## config.mk

```make
export PLATFORM = sky130hd
export DESIGN_NAME = cpu_controller
export DESIGN_NICKNAME = d
export VERILOG_FILES = /design/src/rtl/cpu_controller.sv
export SDC_FILE = /design/constraint.sdc
export NUM_CORES = 1
export LEC_CHECK = 0
export BUFFER_PORTS_ARGS = -buffer_cell sky130_fd_sc_hd__buf_4
export CAP_MARGIN = 10
export CORE_AREA = 2 2 85 87
export DETAILED_ROUTE_END_ITERATION = 8
export DIE_AREA = 0 0 87 89
export GPL_TIMING_DRIVEN = 0
export PLACE_DENSITY_LB_ADDON = 0.1
export SYNTH_ARGS = -nofsm -noshare
export SYNTH_HDL_FRONTEND = slang
export SYNTH_SLANG_ARGS = --single-unit
```

## constraint.sdc

```tcl
create_clock -name clk -period 2.3 [get_ports clk]
set_input_delay 0.575 -clock clk [delete_from_list [all_inputs] [get_ports clk]]
set_output_delay 0.575 -clock clk [all_outputs]
set_load 0.1 [all_outputs]
```

## src/rtl/cpu_controller.sv

```systemverilog
// Multi-cycle fetch/decode/execute sequencer for the 16-bit register-file/ALU datapath.
// Control outputs are registered: each one is decoded from the state about to be entered.
module cpu_controller #(
  parameter int              PC_W     = 9,
  parameter logic [PC_W-1:0] START_PC = '0
) (
  input  logic            clk,
  input  logic            reset,
  input  logic [15:0]     read_data,
  input  logic [15:0]     datapath_out,
  output logic [1:0]      mem_cmd,
  output logic [PC_W-1:0] mem_addr,
  output logic [PC_W-1:0] pc,
  output logic [15:0]     sximm5,
  output logic [15:0]     sximm8,
  output logic [3:0]      vsel,
  output logic            asel,
  output logic            bsel,
  output logic            loada,
  output logic            loadb,
  output logic            loadc,
  output logic            loads,
  output logic [1:0]      ALUop,
  output logic [1:0]      shift,
  output logic [2:0]      readnum,
  output logic [2:0]      writenum,
  output logic            write,
  output logic            halted
);

  localparam logic [1:0] CMD_NONE  = 2'b00;
  localparam logic [1:0] CMD_READ  = 2'b01;
  localparam logic [1:0] CMD_WRITE = 2'b10;

  typedef enum logic [4:0] {
    S_RST, S_IF1, S_IF2, S_UPC, S_DEC, S_GA, S_GB, S_ALU, S_WR, S_WI,
    S_AD, S_LA, S_MR1, S_MR2, S_SB, S_PB, S_MW, S_HALT
  } state_t;

  state_t          state_reg, state_next;
  logic [15:0]     ir_reg;
  logic [PC_W-1:0] pc_reg, addr_reg;

  logic [2:0] op, rn, rd, rm;
  logic [1:0] sub, sh;
  logic       is_movi, is_movr, is_mvn, is_add, is_cmp, is_and, is_ldr, is_str;

  assign op  = ir_reg[15:13];
  assign sub = ir_reg[12:11];
  assign rn  = ir_reg[10:8];
  assign rd  = ir_reg[7:5];
  assign sh  = ir_reg[4:3];
  assign rm  = ir_reg[2:0];

  assign is_movi = ({op, sub} == 5'b110_10);
  assign is_movr = ({op, sub} == 5'b110_00);
  assign is_add  = ({op, sub} == 5'b101_00);
  assign is_cmp  = ({op, sub} == 5'b101_01);
  assign is_and  = ({op, sub} == 5'b101_10);
  assign is_mvn  = ({op, sub} == 5'b101_11);
  assign is_ldr  = ({op, sub} == 5'b011_00);
  assign is_str  = ({op, sub} == 5'b100_00);

  assign sximm5[4:0] = ir_reg[4:0];
  assign sximm8[7:0] = ir_reg[7:0];
  for (genvar gi = 5; gi < 16; gi++) begin : g_sx5
    assign sximm5[gi] = ir_reg[4];
  end
  for (genvar gi = 8; gi < 16; gi++) begin : g_sx8
    assign sximm8[gi] = ir_reg[7];
  end

  assign pc       = pc_reg;
  assign mem_addr = (state_reg inside {S_MR1, S_MR2, S_MW}) ? addr_reg : pc_reg;

  // Only the low PC_W bits of C form an address; the rest is store data for the datapath.
  logic unused_bits;
  assign unused_bits = ^datapath_out[15:PC_W];

  always_comb begin
    state_next = state_reg;
    case (state_reg)
      S_RST:  state_next = S_IF1;
      S_IF1:  state_next = S_IF2;
      S_IF2:  state_next = S_UPC;
      S_UPC:  state_next = S_DEC;
      S_DEC: begin
        if (is_movi)                                         state_next = S_WI;
        else if (is_movr || is_mvn)                          state_next = S_GB;
        else if (is_add || is_cmp || is_and || is_ldr || is_str) state_next = S_GA;
        else                                                 state_next = S_HALT;
      end
      S_GA:   state_next = (is_ldr || is_str) ? S_AD : S_GB;
      S_GB:   state_next = S_ALU;
      S_ALU:  state_next = is_cmp ? S_IF1 : S_WR;
      S_AD:   state_next = S_LA;
      S_LA:   state_next = is_ldr ? S_MR1 : S_SB;
      S_MR1:  state_next = S_MR2;
      S_SB:   state_next = S_PB;
      S_PB:   state_next = S_MW;
      S_WR, S_WI, S_MR2, S_MW: state_next = S_IF1;
      default: state_next = S_HALT;
    endcase
  end

  logic [1:0] mem_cmd_next, alu_op_next, shift_next;
  logic [3:0] vsel_next;
  logic [2:0] readnum_next, writenum_next;
  logic       asel_next, bsel_next, loada_next, loadb_next, loadc_next, loads_next;
  logic       write_next, halted_next;

  always_comb begin
    mem_cmd_next  = CMD_NONE;
    vsel_next     = 4'b1000;
    asel_next     = 1'b0;
    bsel_next     = 1'b0;
    loada_next    = 1'b0;
    loadb_next    = 1'b0;
    loadc_next    = 1'b0;
    loads_next    = 1'b0;
    alu_op_next   = 2'b00;
    shift_next    = 2'b00;
    readnum_next  = 3'd0;
    writenum_next = 3'd0;
    write_next    = 1'b0;
    halted_next   = 1'b0;
    case (state_next)
      S_IF1, S_IF2, S_MR1: mem_cmd_next = CMD_READ;
      S_GA: begin
        readnum_next = rn;
        loada_next   = 1'b1;
      end
      S_GB: begin
        readnum_next = rm;
        loadb_next   = 1'b1;
        shift_next   = sh;
      end
      S_ALU: begin
        // MOVr passes B through as 0 + B; CMP only updates status flags.
        asel_next   = is_movr;
        alu_op_next = is_movr ? 2'b00 : sub;
        loadc_next  = ~is_cmp;
        loads_next  = is_cmp;
      end
      S_WR: begin
        writenum_next = rd;
        write_next    = 1'b1;
      end
      S_WI: begin
        vsel_next     = 4'b0010;
        writenum_next = rn;
        write_next    = 1'b1;
      end
      S_AD: begin
        bsel_next  = 1'b1;
        loadc_next = 1'b1;
      end
      S_MR2: begin
        mem_cmd_next  = CMD_READ;
        vsel_next     = 4'b0001;
        writenum_next = rd;
        write_next    = 1'b1;
      end
      S_SB: begin
        readnum_next = rd;
        loadb_next   = 1'b1;
      end
      S_PB: begin
        asel_next  = 1'b1;
        loadc_next = 1'b1;
      end
      S_MW:   mem_cmd_next = CMD_WRITE;
      S_HALT: halted_next  = 1'b1;
      default: ;
    endcase
  end

  always_ff @(posedge clk) begin
    if (reset) begin
      state_reg <= S_RST;
      ir_reg    <= '0;
      addr_reg  <= '0;
      pc_reg    <= START_PC;
      mem_cmd   <= CMD_NONE;
      vsel      <= 4'b1000;
      asel      <= 1'b0;
      bsel      <= 1'b0;
      loada     <= 1'b0;
      loadb     <= 1'b0;
      loadc     <= 1'b0;
      loads     <= 1'b0;
      ALUop     <= 2'b00;
      shift     <= 2'b00;
      readnum   <= 3'd0;
      writenum  <= 3'd0;
      write     <= 1'b0;
      halted    <= 1'b0;
    end else begin
      state_reg <= state_next;
      if (state_reg == S_IF2) ir_reg <= read_data;
      if (state_reg == S_UPC) pc_reg <= pc_reg + {{(PC_W-1){1'b0}}, 1'b1};
      if (state_reg == S_LA)  addr_reg <= datapath_out[PC_W-1:0];
      mem_cmd  <= mem_cmd_next;
      vsel     <= vsel_next;
      asel     <= asel_next;
      bsel     <= bsel_next;
      loada    <= loada_next;
      loadb    <= loadb_next;
      loadc    <= loadc_next;
      loads    <= loads_next;
      ALUop    <= alu_op_next;
      shift    <= shift_next;
      readnum  <= readnum_next;
      writenum <= writenum_next;
      write    <= write_next;
      halted   <= halted_next;
    end
  end

endmodule

```

After elaboration in Yosys (flattened, before gate mapping)
Cells that the tools add are included.
- register bits after elaboration: 63
- bits in latches: 0
- RAM bits: 0
- ROM bits: 0
- bits of input ports: 34
- output and inout bits: 74
- word-level logic and storage cells: 96
- memories kept: 0
- add/sub/neg operators: 1
- multipliers: 0
- divide/modulo/power cells: 0
- $lt $le $gt $ge: 0
- equality and inequality tests: 38
- shifts and indexed selects: 0
- multiplexer cells: 19
- bitwise logic cells: 3
- reduce and logical (&&, ||, !) cells: 17
- operators with widths (operator ; count):
    == test 5 x 4 -> 1 bit (second input constant) ; 16
    one-hot mux 5 bit (13 select lines) ; 1
    == test 5 bit (second input constant) ; 10
    == test 5 x 3 -> 1 bit (second input constant) ; 7
    == test 5 x 2 -> 1 bit (second input constant) ; 3
    two-way mux 5 bit ; 3
    == test 5 x 1 -> 1 bit (second input constant) ; 2
    OR reduction 2 bit ; 5
    adder 9 x 1 -> 9 bit (second input constant) ; 1
    two-way mux 9 bit ; 1
    one-hot mux 3 bit (3 select lines) ; 1
    two-way mux 4 bit ; 2
    one-hot mux 4 bit (2 select lines) ; 1
    logical OR 1 bit ; 6
    one-hot mux 3 bit (2 select lines) ; 1
    OR reduction 3 bit ; 2
    zero test 5 bit ; 1
    two-way mux 1 bit ; 5
    OR reduction 5 bit ; 1
    one-hot mux 1 bit (2 select lines) ; 2
    one-hot mux 2 bit (2 select lines) ; 1
    OR reduction 4 bit ; 1
    NOT 1 bit ; 3
    nonzero test 3 bit ; 1
    two-way mux 2 bit ; 1

Longest topological paths before layout
- depth in word-level cells: 12
- gate-level depth with buffers: 10
- gate-level depth less buffers: 6

Least setup slack after synthesis
Ideal clock, no wire load.
- path kind: reg2out
- start point: reg state_reg[3]
- end point: out mem_addr[0]
- data arrival time: 1871 ps
- data required time: 1725 ps
- path slack: -146 ps
- cell stages (with the launch flop): 6
- path buffers: 1
- path through: dfxtp_1 -> clkbuf_1 -> nor4_1 -> a31oi_1 -> nor2_1 -> mux2_2
- longest elaborated chain between the ends: 3
- elaborated cells on any way between the ends: 5
- classes of those cells: eq/ne (3); mux (1); reduce/logical (1)
- RTL lines (item ; line ; source):
    start, declared ; 40 ; state_t state_reg, state_next;
    start signal, assigned ; 199 ; state_reg <= state_next;
    == test 5 x 4 -> 1 bit or == test 5 bit (tied branches) ; 74 ; assign mem_addr = (state_reg inside {S_MR1, S_MR2, S_MW}) ? addr_reg : pc_reg;
    nonzero test 3 bit * ; 74 ;
    two-way mux 9 bit * ; 74 ;
    end, declared ; 12 ; output logic [PC_W-1:0] mem_addr,
Mark *: on every way between the ends. The rest lies on a longest branch, timed or not.

Worst setup path in the final report
- start point: reg state_reg[2]
- end point: out mem_addr[7]
Same word-level chain as after synthesis.

==> impl_metrics.csv <==
group,metric,value,unit
synth,synthDominantCellAreaShare,41.8,%
placement,dpl.cell_count,519,
final_layout,fillCellCount,530,
worst_setup_path,r2r-start,"state_reg[4]$_SDFF_PP0_",
worst_setup_path,arrival,1990,ps
synth,synth_area_per_cell,8.72,µm²
final_layout,nNetsFinal,513,
cts,numCtsBuffers,9,
grt,antenna_found_initial,0,
power,power_density,697,mW/mm²
timing,max_slew_margin,54.4,%
placement,port_buffers,98,
cts,root_buffer,"clkbuf_8",
die,row_count,30,
worst_setup_path,crit_path_start_kind,"flop",
flow_run,cap_violations,0,
final_layout,n_antenna_cell,0,
worst_hold_path,hold_start,"datapath_out[4]",
die,fp.coreArea,0.00672,mm²
placement,place_congestion,0.882,
timing,final.setup.worst_slack,-263,ps
power,power.leakage,2.03,nW
final_layout,largest_register_ffs,16,
synth,synthArstFlopShare,0,%
synth,synth_common_cells,"dfxtp_1 (62), nand2_1 (44), buf_4 (33), nor2_1 (33), a21oi_1 (28)",
timing,final_max_slew_viol_count,0,
grt,grt_overflow,0,
cts,h-tree-depth,3,
worst_setup_path,cp_max_fo,5,
synth,syn_inst,341,
timing,fmax,390,MHz
synth,synth_ff_type,"dfxtp_1",
route,ant_nets,0,
synth,syn-cell-area,0.00297,mm²
final_layout,final_util,69.9,%
route,drt_iter0_drc,127,
route,drt-pass1-iter-count,4,
grt,grt_pass1_vias,2726,
cts,clock_latency,340,ps
placement,placed_area,0.00383,mm²
synth,ys_seq_area_share,41.8,%
timing,period_minus_slack,2560,ps
synth,ys_ff_latch,62,
cts,cts_hold_buf,0,
final_layout,finalInstanceArea,0.00470,mm²
placement,dpl_worst_slack,-460,ps
die,io_pins,108,
worst_setup_path,crit_type,"flop to output port",
grt,grt_first_pass_wirelength,13.3,mm
grt,grt_max_degree,16,
final_layout,finalNonFillerCells,562,
worst_hold_path,hold_depth,3,
die,dieArea,0.00774,mm²
route,routed-via-count,2940,
route,drc,0,
synth,yosys.cell_count.top_type,"dfxtp_1",
timing,worst_pin_slew,679,ps
synth,yosysWarnings,0,
synth,synth_cell_types,57,
final_layout,drive_gt1_share,49.8,%
worst_setup_path,reg2reg_depth,8,
synth,yosys.area.top_type,"dfxtp_1",
placement,dp_hpwl,5.58,mm
synth,yosys-top-cells-area,"dfxtp_1 (42%), buf_4 (8.3%), nand2_1 (5.6%)",
worst_hold_path,hold_path_class,"input pin to flop",
worst_hold_path,min_to,"addr_reg[4]$_SDFFE_PP0P_",
worst_setup_path,worst_ep_required_time,1730,ps
timing,hold_viol,0,
die,die_h,89,µm
route,viasPerCell,5.23,
worst_setup_path,r2r_end,"writenum[2]$_SDFF_PP0_",
cts,cts_tree,"yes",
synth,syn-num-nets,376,
run_status,status,"finished with violations",
cts,clockBufferDepth,2,
timing,rsz0062_at_grt,"yes",
run_status,violations,"setup timing",
route,wl_per_cell,15.5,µm
worst_setup_path,cp-end-kind,"output port",
final_layout,syn2layout_area_growth,58.0,%
timing,final.setup_skew,9.51,ps
power,ir_drop,0.375,mV
cts,numClockSinks,62,
die,start_util,44.2,%
timing,setup_viol,18,
timing,whs,471,ps
route,drt-total-wl,8.72,mm
cts,path_clk_slew,70,ps
grt,gr-usage-all-layers,22.3,%
die,die_x,87,µm
synth,synth_edf_count,0,
timing,fin_crit_sh,111,%
worst_setup_path,ff2ff_setup_slack,-140,ps
where the power goes:
| group | switching [mW] | internal, mW | total, mW |
|---|---|---|---|
| clock | 0.417 | 0.742 | 1.16 |
| sequential | 0.0468 | 1.11 | 1.15 |
| combinational | 0.630 | 0.330 | 0.960 |
critical path, cell delays in order (launching register included):
cell and delay (ps):
dfxtp_4 360, buf_6 120, nor4_4 280, a31oi_2 80
nor2_4 130, buf_6 160, mux2_4 330, buf_12 170
stage by stage:
| stage | setup TNS [ps] | total power, mW |
|---|---|---|
| final | -2890 | 3.27 |
| after global routing | -4130 | 3.40 |
| after CTS | -4240 | 3.23 |
| after detailed placement | -11170 | 1.97 |
| after global placement | -12280 | 1.96 |
| after floorplan | -728 | 1.79 |
per-layer routing:
layer	share of wire (%)	track usage, %	wire [µm]	vias to the layer above
met1	42	27.9	3660	1383
met3	6.2	7.48	539	14
li1	-	-	-	1430
met2	50	36.4	4360	113
met4	1.9	7.39	162	0
met5	0	0	0	-
cell families after synthesis:
kind of cell,count (synthesis),share of synthesized area [%]
AOI/OAI and AO/OA,63,14.1
adders and majority gates,1,0.421
muxes,19,6.78
DFF,62,41.8
buffers and inverters,56,11.8
xor gates and xnor gates,6,1.77
and+or+nand+nor,133,23.2
other,1,0.126
cell usage in the layout, fill, tap and decap left out, types with 5 or more instances in the layout:
cell	count
buf_4	147
dfxtp_1	56
nand2_1	41
nor2_1	29
a21oi_1	25
mux2i_1	10
clkbuf_8	10
buf_6	9
mux2_4	9
buf_12	9
clkbuf_1	8
nand2b_1	5
nand3_1	5
area by class of cell:
class | count | area (µm²) | area share, %
Buffer | 48 | 352 | 7.48
Inverter | 5 | 21.3 | 0.453
Tap cell | 80 | 100 | 2.13
Clock inverter | 4 | 95.1 | 2.02
Clock buffer | 11 | 141 | 3.01
Sequential cell | 62 | 1260 | 26.7
Timing Repair Buffer | 129 | 1100 | 23.5
Multi-Input combinational cell | 223 | 1630 | 34.7
worst max path at each step:
stage                                        from                endpoint  slack [ps]
after floorplan           state_reg[4]$_SDFF_PP0_  writenum[2]$_SDFF_PP0_        -110
after global placement    state_reg[0]$_SDFF_PP0_     shift[0]$_SDFF_PP0_        -490
after detailed placement  state_reg[0]$_SDFF_PP0_     shift[0]$_SDFF_PP0_        -460
after CTS                 state_reg[4]$_SDFF_PP0_             mem_addr[4]        -290
after global routing      state_reg[2]$_SDFF_PP0_             mem_addr[7]        -330
final                     state_reg[2]$_SDFF_PP0_             mem_addr[7]        -260
repair_timing:
item | in CTS | in global routing
setup endpoints to repair | 42 | 33
gates cloned | 1 | 0
setup buffers | 22 | 10
resized for setup | 78 | 34
pin swaps | 10 | 21
No activity file was read; power rests on OpenSTA's default activity.
